`src/rtl/bpf_pkg.sv`:
```
// Shared constants for the instruction-memory loader: FSM state encoding,
// instruction width and the default frame depth.
package bpf_pkg;
    localparam int INSN_W    = 16;
    localparam int DEPTH_DEF = 256;

    localparam logic [2:0] LEN_HI  = 3'd0;
    localparam logic [2:0] LEN_LO  = 3'd1;
    localparam logic [2:0] DATA_HI = 3'd2;
    localparam logic [2:0] DATA_LO = 3'd3;
    localparam logic [2:0] CSUM    = 3'd4;
    localparam logic [2:0] DONE    = 3'd5;
    localparam logic [2:0] ERR     = 3'd6;
endpackage

```
`src/rtl/imem_loader_if.sv`:
```
// Byte-stream input, RAM write port and status of the instruction loader.
// Handshake: a byte transfers on a posedge where iVALID && oREADY are both 1;
// the host may hold iVALID while oREADY is 0 and nothing is consumed.
interface imem_loader_if import bpf_pkg::*; #(parameter int ADDR_W = 8) ();
    logic [7:0]        iDATA;
    logic              iVALID;
    logic              oREADY;
    logic              iRELOAD;
    logic              oWE;
    logic [ADDR_W-1:0] oWADDR;
    logic [INSN_W-1:0] oWDATA;
    logic              oRUN;
    logic              oERR;
    logic [ADDR_W:0]   oCOUNT;
    logic [2:0]        oSTATE;

    modport master (
        output iDATA, iVALID, iRELOAD,
        input  oREADY, oWE, oWADDR, oWDATA, oRUN, oERR, oCOUNT, oSTATE
    );

    modport slave (
        input  iDATA, iVALID, iRELOAD,
        output oREADY, oWE, oWADDR, oWDATA, oRUN, oERR, oCOUNT, oSTATE
    );
endinterface

```
`src/rtl/imem_loader_byte_to_word.sv`:
```
// Pairs a latched high byte with the following low byte into one instruction
// word; o_valid is a registered one-cycle pulse, o_word holds between pulses.
module byte_to_word import bpf_pkg::*; (
    input  logic              i_clk,
    input  logic              i_rst_n,
    input  logic              i_hi_en,
    input  logic              i_lo_en,
    input  logic [7:0]        i_byte,
    output logic [INSN_W-1:0] o_word,
    output logic              o_valid
);
    logic [7:0]        r_hi;
    logic [INSN_W-1:0] r_word;
    logic              r_valid;

    always_ff @(posedge i_clk or negedge i_rst_n) begin
        if (!i_rst_n) begin
            r_hi    <= '0;
            r_word  <= '0;
            r_valid <= 1'b0;
        end else begin
            r_valid <= i_lo_en;
            if (i_hi_en) r_hi <= i_byte;
            if (i_lo_en) r_word <= {r_hi, i_byte};
        end
    end

    assign o_word  = r_word;
    assign o_valid = r_valid;
endmodule

```
`src/rtl/imem_loader.sv`:
```
// Loads a length-prefixed, XOR-checksummed byte frame into instruction RAM
// from address 0 and releases the CPU (oRUN) once the checksum matches.
module imem_loader import bpf_pkg::*; #(
    parameter int ADDR_W = 8,
    parameter int DEPTH  = DEPTH_DEF
) (
    input  logic    iCLK,
    input  logic    iRST,
    imem_loader_if.slave bus
);
    localparam logic [15:0] DEPTH16 = 16'(DEPTH);

    logic [2:0]        r_state;
    logic [ADDR_W:0]   r_count;
    logic [ADDR_W:0]   r_len;
    logic [7:0]        r_len_hi;
    logic [7:0]        r_acc;
    logic [ADDR_W-1:0] r_waddr;

    logic              w_ready;
    logic              w_accept;
    logic              w_hi_en;
    logic              w_lo_en;
    logic              w_last;
    logic [15:0]       w_len_full;
    logic [ADDR_W:0]   w_count_nxt;
    logic [INSN_W-1:0] w_word;
    logic              w_we;

    assign w_ready     = (r_state != DONE) && (r_state != ERR);
    assign w_accept    = bus.iVALID && w_ready;
    assign w_hi_en     = w_accept && (r_state == DATA_HI);
    assign w_lo_en     = w_accept && (r_state == DATA_LO);
    assign w_len_full  = {r_len_hi, bus.iDATA};
    assign w_count_nxt = r_count + {{ADDR_W{1'b0}}, 1'b1};
    // r_len never exceeds DEPTH, so the incremented count cannot wrap
    assign w_last      = (w_count_nxt == r_len);

    byte_to_word u_b2w (
        .i_clk   (iCLK),
        .i_rst_n (iRST),
        .i_hi_en (w_hi_en),
        .i_lo_en (w_lo_en),
        .i_byte  (bus.iDATA),
        .o_word  (w_word),
        .o_valid (w_we)
    );

    always_ff @(posedge iCLK or negedge iRST) begin
        if (!iRST) begin
            r_state  <= LEN_HI;
            r_count  <= '0;
            r_len    <= '0;
            r_len_hi <= '0;
            r_acc    <= '0;
            r_waddr  <= '0;
        end else begin
            if (w_lo_en) begin
                r_waddr <= r_count[ADDR_W-1:0];
                r_count <= w_count_nxt;
            end
            if (w_accept && (r_state != CSUM)) r_acc <= r_acc ^ bus.iDATA;

            case (r_state)
                LEN_HI: if (w_accept) begin
                    r_len_hi <= bus.iDATA;
                    r_state  <= LEN_LO;
                end
                LEN_LO: if (w_accept) begin
                    r_len <= w_len_full[ADDR_W:0];
                    if (w_len_full > DEPTH16)   r_state <= ERR;
                    else if (w_len_full == '0)  r_state <= CSUM;
                    else                        r_state <= DATA_HI;
                end
                DATA_HI: if (w_accept) r_state <= DATA_LO;
                DATA_LO: if (w_accept) r_state <= w_last ? CSUM : DATA_HI;
                CSUM: if (w_accept) r_state <= (bus.iDATA == r_acc) ? DONE : ERR;
                DONE, ERR: if (bus.iRELOAD) begin
                    r_state <= LEN_HI;
                    r_count <= '0;
                    r_acc   <= '0;
                end
                default: r_state <= LEN_HI;
            endcase
        end
    end

    assign bus.oREADY = w_ready;
    assign bus.oWE    = w_we;
    assign bus.oWADDR = r_waddr;
    assign bus.oWDATA = w_word;
    assign bus.oRUN   = (r_state == DONE);
    assign bus.oERR   = (r_state == ERR);
    assign bus.oCOUNT = r_count;
    assign bus.oSTATE = r_state;
endmodule

```
`src/flat_wrapper.sv`:
```
// flat-port wrapper written by rule: the top's interface ports become plain ports
module imem_loader_flat import bpf_pkg::*;
#(
    parameter int ADDR_W = 8,
    parameter int DEPTH  = DEPTH_DEF
)
  (iCLK, iRST, bus_iDATA, bus_iVALID, bus_iRELOAD, bus_oREADY, bus_oWE, bus_oWADDR, bus_oWDATA, bus_oRUN, bus_oERR, bus_oCOUNT, bus_oSTATE);
  imem_loader_if #(.ADDR_W(ADDR_W)) bus_i ();
  input  logic iCLK;
  input  logic iRST;
  input wire logic [$bits(bus_i.iDATA)-1:0] bus_iDATA;
  input wire logic [$bits(bus_i.iVALID)-1:0] bus_iVALID;
  input wire logic [$bits(bus_i.iRELOAD)-1:0] bus_iRELOAD;
  output wire logic [$bits(bus_i.oREADY)-1:0] bus_oREADY;
  output wire logic [$bits(bus_i.oWE)-1:0] bus_oWE;
  output wire logic [$bits(bus_i.oWADDR)-1:0] bus_oWADDR;
  output wire logic [$bits(bus_i.oWDATA)-1:0] bus_oWDATA;
  output wire logic [$bits(bus_i.oRUN)-1:0] bus_oRUN;
  output wire logic [$bits(bus_i.oERR)-1:0] bus_oERR;
  output wire logic [$bits(bus_i.oCOUNT)-1:0] bus_oCOUNT;
  output wire logic [$bits(bus_i.oSTATE)-1:0] bus_oSTATE;
  assign bus_i.iDATA = bus_iDATA;
  assign bus_i.iVALID = bus_iVALID;
  assign bus_i.iRELOAD = bus_iRELOAD;
  assign bus_oREADY = bus_i.oREADY;
  assign bus_oWE = bus_i.oWE;
  assign bus_oWADDR = bus_i.oWADDR;
  assign bus_oWDATA = bus_i.oWDATA;
  assign bus_oRUN = bus_i.oRUN;
  assign bus_oERR = bus_i.oERR;
  assign bus_oCOUNT = bus_i.oCOUNT;
  assign bus_oSTATE = bus_i.oSTATE;
  imem_loader #(.ADDR_W(ADDR_W), .DEPTH(DEPTH)) u_core (.iCLK(iCLK), .iRST(iRST), .bus(bus_i));
endmodule
```
`config.mk`:
```
export PLATFORM = sky130hd
export DESIGN_NAME = imem_loader_flat
export DESIGN_NICKNAME = d
export VERILOG_FILES = /design/src/rtl/bpf_pkg.sv /design/src/rtl/imem_loader_if.sv /design/src/rtl/imem_loader_byte_to_word.sv /design/src/rtl/imem_loader.sv /design/src/flat_wrapper.sv
export SDC_FILE = /design/constraint.sdc
export NUM_CORES = 1
export LEC_CHECK = 0
export ABC_AREA = 1
export ABC_CLOCK_PERIOD_IN_PS = 3400
export BUFFER_PORTS_ARGS = -buffer_cell sky130_fd_sc_hd__buf_2
export CELL_PAD_IN_SITES_DETAIL_PLACEMENT = 1
export CELL_PAD_IN_SITES_GLOBAL_PLACEMENT = 1
export CORE_MARGIN = 2
export CORE_UTILIZATION = 45
export CTS_CLUSTER_DIAMETER = 200
export DETAILED_ROUTE_END_ITERATION = 6
export GPL_ROUTABILITY_DRIVEN = 0
export GPL_TIMING_DRIVEN = 0
export PLACE_DENSITY_LB_ADDON = 0.1
export SYNTH_ARGS = -nofsm -noshare
export SYNTH_HDL_FRONTEND = slang
export SYNTH_SLANG_ARGS = --single-unit
export TNS_END_PERCENT = 10
```
`constraint.sdc`:
```
create_clock -name iCLK -period 3.4 [get_ports iCLK]
set_input_delay 0.68 -clock iCLK [delete_from_list [all_inputs] [get_ports iCLK]]
set_output_delay 0.68 -clock iCLK [all_outputs]
set_load 0.01 [all_outputs]
```
# Word level (Yosys, flattened, before mapping)
# Cells that the tools add are included.
# totals
output_inout_bits,40
wordCells,57
reg_bits,70
input_bits,12
# classes
mux,17
eq_ne,17
reduce_logical,11
bitwise,1
add_sub_neg,1
n_lt_le_gt_ge,1
# ops
cell,count
$mux W3,9
$mux W9,3
$mux W8,3
$pmux W3 S6,1
$gt A16 B9 Y1 const B,1
$logic_not A16 Y1,1
$ne A2 B1 Y1 const B,5
$add A9 B1 Y9 const B,1
$eq A3 B3 Y1 const B,3
$eq A9 B9 Y1,1
$ne A3 B3 Y1 const B,3
$eq A8 B8 Y1,1
$xor A8 B8 Y8,1
$eq A3 B2 Y1 const B,2
$reduce_and A6 Y1,1
$logic_and A1 B1 Y1,5
$reduce_and A2 Y1,2
$eq A3 B1 Y1 const B,1
$logic_not A3 Y1,1
$mux W2,1
$ne A2 B2 Y1 const B,1
$reduce_or A2 Y1,1

# Longest topological paths before layout
# Gate-level depths: netlist (run 1).
# depth
word_depth,7
mapped_depth,14
depth_no_buf,14

# Hierarchy
# Synthesis (run 1) repeated with hierarchy kept, for this count alone.
# unflattened
hier_cells,405
area_unflattened_um2,3314.4
# by_module_without_submodules
module,area_per_inst_um2,instances,seq_area_each_um2,cells_per_inst
imem_loader,2346.0,1,1126.1,302
byte_to_word,968.4,1,625.6,103

# Worst setup path after synthesis (run 1)
# OpenSTA, ideal clock, no wires.
# synth_timing
path_kind,register -> output
from,"register u_core.r_state[2], in the netlist u_core.bus.oSTATE[2]"
to,output bus_oREADY
path_buffers,1
slack_ns,1.781
t_required_ns,2.720
arrival_ns,0.939
stages_incl_launch_ff,5
path_cell_list,dfrtp_1 > buf_4 > inv_1 > nor3_4 > inv_2
# synth_between
elab_chain_cells,2
# synth_rtl
item,line_no,rtl
"start, declared",imem_loader.sv:13,logic [2:0] r_state;
"start signal, assigned",imem_loader.sv:76,DATA_LO: if (w_accept) r_state <= w_last ? CSUM : DATA_HI;
"start signal, assigned",imem_loader.sv:77,CSUM: if (w_accept) r_state <= (bus.iDATA == r_acc) ? DONE : ERR;
$ne A3 B3 Y1,imem_loader.sv:30,assign w_ready = (r_state != DONE) && (r_state != ERR);
$logic_and A1 B1 Y1 *,imem_loader.sv:30,
"end, declared",flat_wrapper.sv:14,output wire logic [$bits(bus_i.oREADY)-1:0] bus_oREADY;
# Every way passes the cells marked *; elsewhere a longest branch is shown, timed or not.

# Final worst setup path (run 1)
# layout_timing
from,"register u_core.r_state[1], in the netlist u_core.bus.oSTATE[1]"
to,output bus_oREADY
# Same word-level chain as after synthesis.

==> results.py, run 1 <==
metrics = {
    "worst_setup_path": {
        "critPathMaxFanout": 8,
        "path_buf_inv": 3,
        "endpoint_kind": "primary output",
        "required_ps": 2720,
        "arrival_ps": 1430,
        "r2r_slack_ps": 1520,
        "path_cells": "nand2_1 -> inv_1 -> nor3_4 -> inv_2 -> buf_2",
        "critPathMaxStageDelay_ps": 470,
        "start_kind": "flip-flop",
        "cp_slowest_cell": "dfrtp_1",
        "crit_type": "reg2out",
        "critical_path.top_delay_family": "flip-flops",
    },
    "hold_path": {
        "holdCritPathClass": "in2async",
    },
    "layout": {
        "syn2layout_area_growth_pct": 17.87,
        "diodes": 0,
        "final_nets": 474,
        "drive_gt1_frac": 0.2167,
    },
    "yosys": {
        "synth_top_area_frac": 0.5299,
        "synth.area.top_cells": "dfrtp_1 53%, nand2_1 14%, o21ai_0 7.0%, inv_1 4.0%, nor2_1 2.8%",
        "async_reset_ff_frac": 1.000,
        "avgSynthCellArea_sq_um": 8.285,
        "ys_warn_count": 0,
        "ys_types": 30,
        "ys_ff_latch": 70,
        "synth_nets": 412,
        "synth_ff_type": "dfrtp_1",
        "seq_area_frac_synth": 0.5299,
        "syn_inst": 399,
        "synth_area_sq_mm": 0.003306,
        "synth_enable_flop_cells": 0,
        "synth.largest_area_cell": "dfrtp_1",
    },
    "run": {
        "maxCapViolations": 0,
    },
    "route": {
        "vias": 2854,
        "antenna_left": 0,
        "drtIter0Drc": 79,
        "detail_route.wl_per_cell_microns": 15.42,
        "dr.pass1.iters": 4,
        "drc": 0,
        "via_per_inst": 5.051,
        "wl_mm": 8.710,
    },
    "global_route": {
        "grt_overflow": 0,
        "grt_pass1_wl_mm": 14.79,
        "grt_pass1_vias": 3008,
        "antenna_found_initial": 0,
        "grt_usage": 0.2284,
        "grt_max_degree": 71,
    },
    "floorplan": {
        "die_area_sq_mm": 0.008048,
        "start_util": 0.4607,
        "rows": 31,
        "io_pins": 52,
        "die_x_microns": 89.71,
        "coreArea_sq_mm": 0.007176,
        "dieHeight_microns": 89.71,
    },
    "clock_tree": {
        "clock_latency_ps": 340,
        "root_buffer": "clkbuf_8",
        "cts.repair.resized": 0,
        "post_cts_buffers": 0,
        "htreeDepth": 3,
        "clock-sinks": 70,
        "clk_pin_slew_worst_paths_ps": 80,
        "clockBufferDepth": 2,
        "cts_made_buffers": 9,
        "cts_tree": "built",
        "cts_hold_buf": 0,
    },
    "timing": {
        "min_period_over_period": 0.6200,
        "fin_crit_ps": 2108,
        "fmax_mhz": 474.4,
        "tightest_slew_ps": 889.9,
        "setup_viol": 0,
        "rsz0062_at_grt": "no",
        "holdWs_ps": 459.8,
        "slew_headroom": 0.4068,
        "final-hold-violation-count": 0,
        "finClkSkew_ps": 8.694,
        "fin_setup_tns_ps": 0,
        "slew_violations": 0,
    },
    "power_and_ir_drop": {
        "leakagePower_nw": 1.999,
        "ir_drop_mv": 0.3392,
        "power.density_mw_per_mm2": 991.6,
    },
    "place": {
        "dpl.hpwl_mm": 6.218,
        "portBuffers": 51,
    },
    "status": {
        "status": "complete, no violations",
    },
}
## worst paths after layout
path                                          from                       to  cells past startpoint
setup / recovery              u_core.bus.oSTATE[1]               bus_oREADY                      5
hold / removal                                iRST  u_core.u_b2w.o_word[14]                      1
setup reg to reg              u_core.bus.oCOUNT[0]     u_core.bus.oSTATE[1]                     11
hold reg to reg            u_core.u_b2w.o_word[14]  u_core.u_b2w.o_word[14]                      2
max in group asynchronous                     iRST     u_core.bus.oCOUNT[7]                      1
min in group iCLK          u_core.u_b2w.o_word[14]  u_core.u_b2w.o_word[14]                      2
## area by class of cell
type                       instances  area [sq um]
clock inverter                     4         53.80
sequential                        70          1752
clock buffer                      12         155.1
buffer                            12         70.07
inverter                          41         153.9
tap                               99         123.9
timing repair buffer              51         257.7
fill                             936          3279
multi-input combinational        276          1330
## report_power, final
part | internal, mW | switching, mW
logic | 0.614 | 0.999
registers | 1.23 | 0.312
clock network | 0.382 | 0.327
total | 2.23 | 1.64
## registers in the layout, indices dropped and copies added, names as in the netlist
signal	count
u_core.bus.oWADDR	8
u_core.r_acc	8
u_core.bus.oCOUNT	9
u_core.bus.oSTATE	3
u_core.r_len_hi	8
u_core.u_b2w.r_hi	8
u_core.u_b2w.o_valid	1
u_core.u_b2w.o_word	16
u_core.r_len	9
## metrics by stage
stage / utilization / setup slack (ps) / power [mW] / cell area, sq um / cells
6_report: 0.5430 / 1292 / 3.863 / 3896 / 565
4_1_cts: 0.5430 / 1267 / 3.894 / 3896 / 565
2_1_floorplan: - / 1781 / 2.599 / 3306 / 399
5_1_grt: 0.5430 / 1193 / 4.187 / 3896 / 565
3_3_place_gp: 0.5135 / 1264 / 3.072 / 3685 / 549
3_5_place_dp: 0.5139 / 1459 / 3.168 / 3687 / 549
## worst reg2reg max path, stage by stage, from the launching register on
cell	delay, ps
dfrtp_1	440
ha_1	340
xnor2_1	160
nand2_1	70
nor2_1	120
nand3_1	90
nor2_1	200
nand3_1	120
nand2_1	80
nand2_1	50
nand2_1	50
nand2_1	50
## cells in the mapped netlist (all sizes together) (2+ instances only)
master  count
o211ai      3
nand3      16
a21oi      13
nor3        5
clkbuf      4
nand4       3
nand2     130
dfrtp      70
nor2       33
xor2        4
nand3b      2
buf         8
inv        40
o21ai      59
xnor2       5
## per-layer routing
layer	track usage	share of wire	up-vias
li1	-	-	1398
met2	0.4034	0.51	49
met4	0.06923	0.0061	0
met5	0	0	-
met3	0.03353	0.028	5
met1	0.2919	0.45	1402
## cell usage in the layout, fill, tap and decap left out, types with 2 or more instances in the layout
cell type / synthesis / routed
nor3_1: 4 / 4
nand3_2: 2 / 2
o211ai_2: 2 / 2
nand4_1: 3 / 3
buf_4: 1 / 2
o21ai_0: 46 / 46
xnor2_1: 5 / 5
clkbuf_1: 4 / 5
nand3_1: 14 / 14
nand2_2: 3 / 3
buf_6: 2 / 2
inv_1: 35 / 35
nand3b_1: 2 / 2
nor2_4: 2 / 2
inv_2: 5 / 5
nor2_1: 25 / 25
nor2_2: 6 / 6
nand2_1: 127 / 127
a21oi_1: 13 / 13
xor2_1: 4 / 4
o21ai_2: 6 / 6
o21ai_1: 7 / 7
dfrtp_1: 70 / 70
buf_2: 5 / 55
clkinvlp_4: 0 / 2
clkbuf_8: 0 / 11
## logic make-up (layout without fill, tap and decap cells)
| family | count (synthesis) | after routing | share of synthesized area |
|---|---|---|---|
| AND/OR/NAND/NOR | 189 | 189 | 0.2449 |
| AO/OA/AOI/OAI | 77 | 77 | 0.1298 |
| flip-flops | 70 | 70 | 0.5299 |
| buffers and inverters | 53 | 120 | 0.06775 |
| XOR/XNOR | 9 | 9 | 0.02384 |
| adder cells (fa/ha/maj) | 1 | 1 | 0.003784 |
No activity file was read; power rests on OpenSTA's default activity.
==> inputs of run 2 (changes only) <==
--- a/config.mk
+++ b/config.mk
@@ -6,12 +6,12 @@
 export NUM_CORES = 1
 export LEC_CHECK = 0
 export ABC_AREA = 1
-export ABC_CLOCK_PERIOD_IN_PS = 3400
+export ABC_CLOCK_PERIOD_IN_PS = 1700
 export BUFFER_PORTS_ARGS = -buffer_cell sky130_fd_sc_hd__buf_2
 export CELL_PAD_IN_SITES_DETAIL_PLACEMENT = 1
 export CELL_PAD_IN_SITES_GLOBAL_PLACEMENT = 1
 export CORE_MARGIN = 2
-export CORE_UTILIZATION = 45
+export CORE_UTILIZATION = 38
 export CTS_CLUSTER_DIAMETER = 200
 export DETAILED_ROUTE_END_ITERATION = 6
 export GPL_ROUTABILITY_DRIVEN = 0
==> constraint.sdc (replaced) <==
create_clock -name iCLK -period 1.7 [get_ports iCLK]
set_input_delay 0.34 -clock iCLK [delete_from_list [all_inputs] [get_ports iCLK]]
set_output_delay 0.34 -clock iCLK [all_outputs]
set_load 0.01 [all_outputs]
==> run 2 against run 1 <==
Effect of this change:
- setup slack got worse by 1300 ps
- count of clock-buffer cells in the layout decreased by 2
- first-iteration DRC count increased by 8.9%
- hold slack got worse by 140 ps
- global-route usage decreased by 2.2 points
- die area increased by 18%
- combinational power increased by 140%
- sequential power increased by 100%
- clock skew decreased by 2.5 ps
- sequential share of layout area decreased by 3.4 points
- clock power increased by 89%
==> results.py, run 2 (same netlist as run 1, synthesis figures left out) <==
metrics = {
    "status": {
        "status": "complete, no violations",
    },
    "global_route": {
        "grt_max_degree": 70,
        "grt_overflow": 0,
        "antenna_found_initial": 0,
        "grt_pass1_vias": 3072,
        "grt_pass1_wl_mm": 15.51,
        "grt_usage": 0.2065,
    },
    "power_and_ir_drop": {
        "seqPwrFrac": 0.374,
        "leakagePower_nw": 2.100,
        "power.density_mw_per_mm2": 1975,
        "p_int_mw": 4.734,
        "swShare": 0.4325,
        "power_mw": 8.341,
        "ir_drop_mv": 0.6603,
        "p_comb_frac": 0.465,
        "power_frac_clock": 0.161,
        "p_switching_mw": 3.608,
    },
    "clock_tree": {
        "clock_latency_ps": 350,
        "clk_pin_slew_worst_paths_ps": 80,
        "cts_made_buffers": 9,
        "htreeDepth": 3,
        "root_buffer": "clkbuf_8",
        "clock-sinks": 70,
        "cts_tree": "built",
        "clockBufferDepth": 2,
    },
    "timing": {
        "tightest_slew_ps": 582.8,
        "holdWs_ps": 320.1,
        "slew_violations": 0,
        "min_period_over_period": 0.9951,
        "fin_crit_ps": 1692,
        "setup_viol": 0,
        "fin_setup_tns_ps": 0,
        "fmax_mhz": 591.1,
        "final-hold-violation-count": 0,
        "finClkSkew_ps": 6.174,
        "slew_headroom": 0.6115,
        "rsz0062_at_grt": "yes",
    },
    "route": {
        "antenna_left": 0,
        "drtIter0Drc": 86,
        "drc": 0,
        "wl_mm": 9.467,
        "vias": 2928,
        "dr.pass1.iters": 4,
        "via_per_inst": 4.971,
        "detail_route.wl_per_cell_microns": 16.07,
    },
    "place": {
        "dpl_cell_area_sq_mm": 0.003726,
        "dpl.hpwl_mm": 6.486,
        "place_inst": 559,
        "portBuffers": 51,
    },
    "layout": {
        "final_common_cell": "nand2_1",
        "diodes": 0,
        "mostFrequentLayoutCells": "107 x nand2_1, 66 x dfrtp_1, 52 x buf_2",
        "final_nets": 490,
        "syn2layout_area_growth_pct": 27.78,
        "fin_area_sq_mm": 0.004224,
        "largest_reg_flops": 16,
        "nFillCells": 1067,
        "drive_gt1_frac": 0.3285,
        "stdcell_count": 589,
    },
    "floorplan": {
        "coreArea_sq_mm": 0.008593,
        "die_x_microns": 97.27,
        "dieHeight_microns": 97.27,
        "io_pins": 52,
        "die_area_sq_mm": 0.009461,
        "rows": 34,
        "start_util": 0.3847,
    },
    "worst_setup_path": {
        "start_kind": "flip-flop",
        "endpoint_kind": "primary output",
        "crit_type": "reg2out",
        "critPathMaxFanout": 8,
        "arrival_ps": 1350,
        "required_ps": 1360,
    },
    "run": {
        "maxCapViolations": 0,
    },
    "hold_path": {
        "holdCritPathClass": "in2async",
    },
}
-- run 2: metal layers --
metal	track usage	share of wire
met2	0.3606	0.51
met1	0.2638	0.44
met5	0	0
met4	0.05769	0.012
met3	0.03813	0.038
-- run 2: power by group through the flow --
stage / clock, mW / combinational (mW) / sequential, mW
finish: 1.34 / 3.88 / 3.12
global route: 1.45 / 4.39 / 3.23
CTS: 1.39 / 3.53 / 3.06
detailed placement: 0 / 3.25 / 3.11
global placement: 0 / 3.14 / 3.06
floorplan: 0 / 2.03 / 3.17
-- run 2: final timing paths --
path,from,endpoint,slack (ps),cells after the start
max,u_core.bus.oSTATE[2],bus_oREADY,8,5
min,iRST,u_core.u_b2w.o_valid,320,2
max reg2reg,u_core.bus.oCOUNT[1],u_core.bus.oSTATE[1],30,11
min reg2reg,u_core.u_b2w.o_word[14],u_core.u_b2w.o_word[14],480,2
max in group asynchronous,iRST,u_core.bus.oSTATE[0],840,3
min in group iCLK,bus_iDATA[4],u_core.r_acc[4],330,3
-- run 2: stage by stage --
stage,worst slack [ps],utilization
after floorplan,115.7,-
after global placement,-152.0,0.4301
after detailed placement,-122.2,0.4336
after CTS,-15.04,0.4684
after global routing,-120.6,0.4916
final,8.278,0.4916
-- run 2: area by class of cell --
cell class | count | area, sq um | share of cell area
plain buffers | 12 | 76.32 | 0.01807
clock buffers | 10 | 127.6 | 0.03021
clock inverters | 5 | 61.31 | 0.01451
inverters | 41 | 160.2 | 0.03791
multi-input cells | 276 | 1496 | 0.3543
flip-flops and latches | 70 | 1757 | 0.4159
well taps | 108 | 135.1 | 0.03199
repair buffers | 67 | 410.4 | 0.09716
-- run 2: repair_timing --
action / CTS / global route
pin swaps: 6 / 11
setup buffers: 9 / 5
endpoints found under the setup margin: 3 / 51
hold endpoints to repair: 1 / 0
hold buffers: 1 / 0
gates resized for setup: 9 / 49
-- run 2: critical path, cell delays in order, from the launching register on --
cell and delay (ps):
dfrtp_1 350, buf_4 160, inv_1 130, nor3_4 180, inv_2 60, buf_6 120
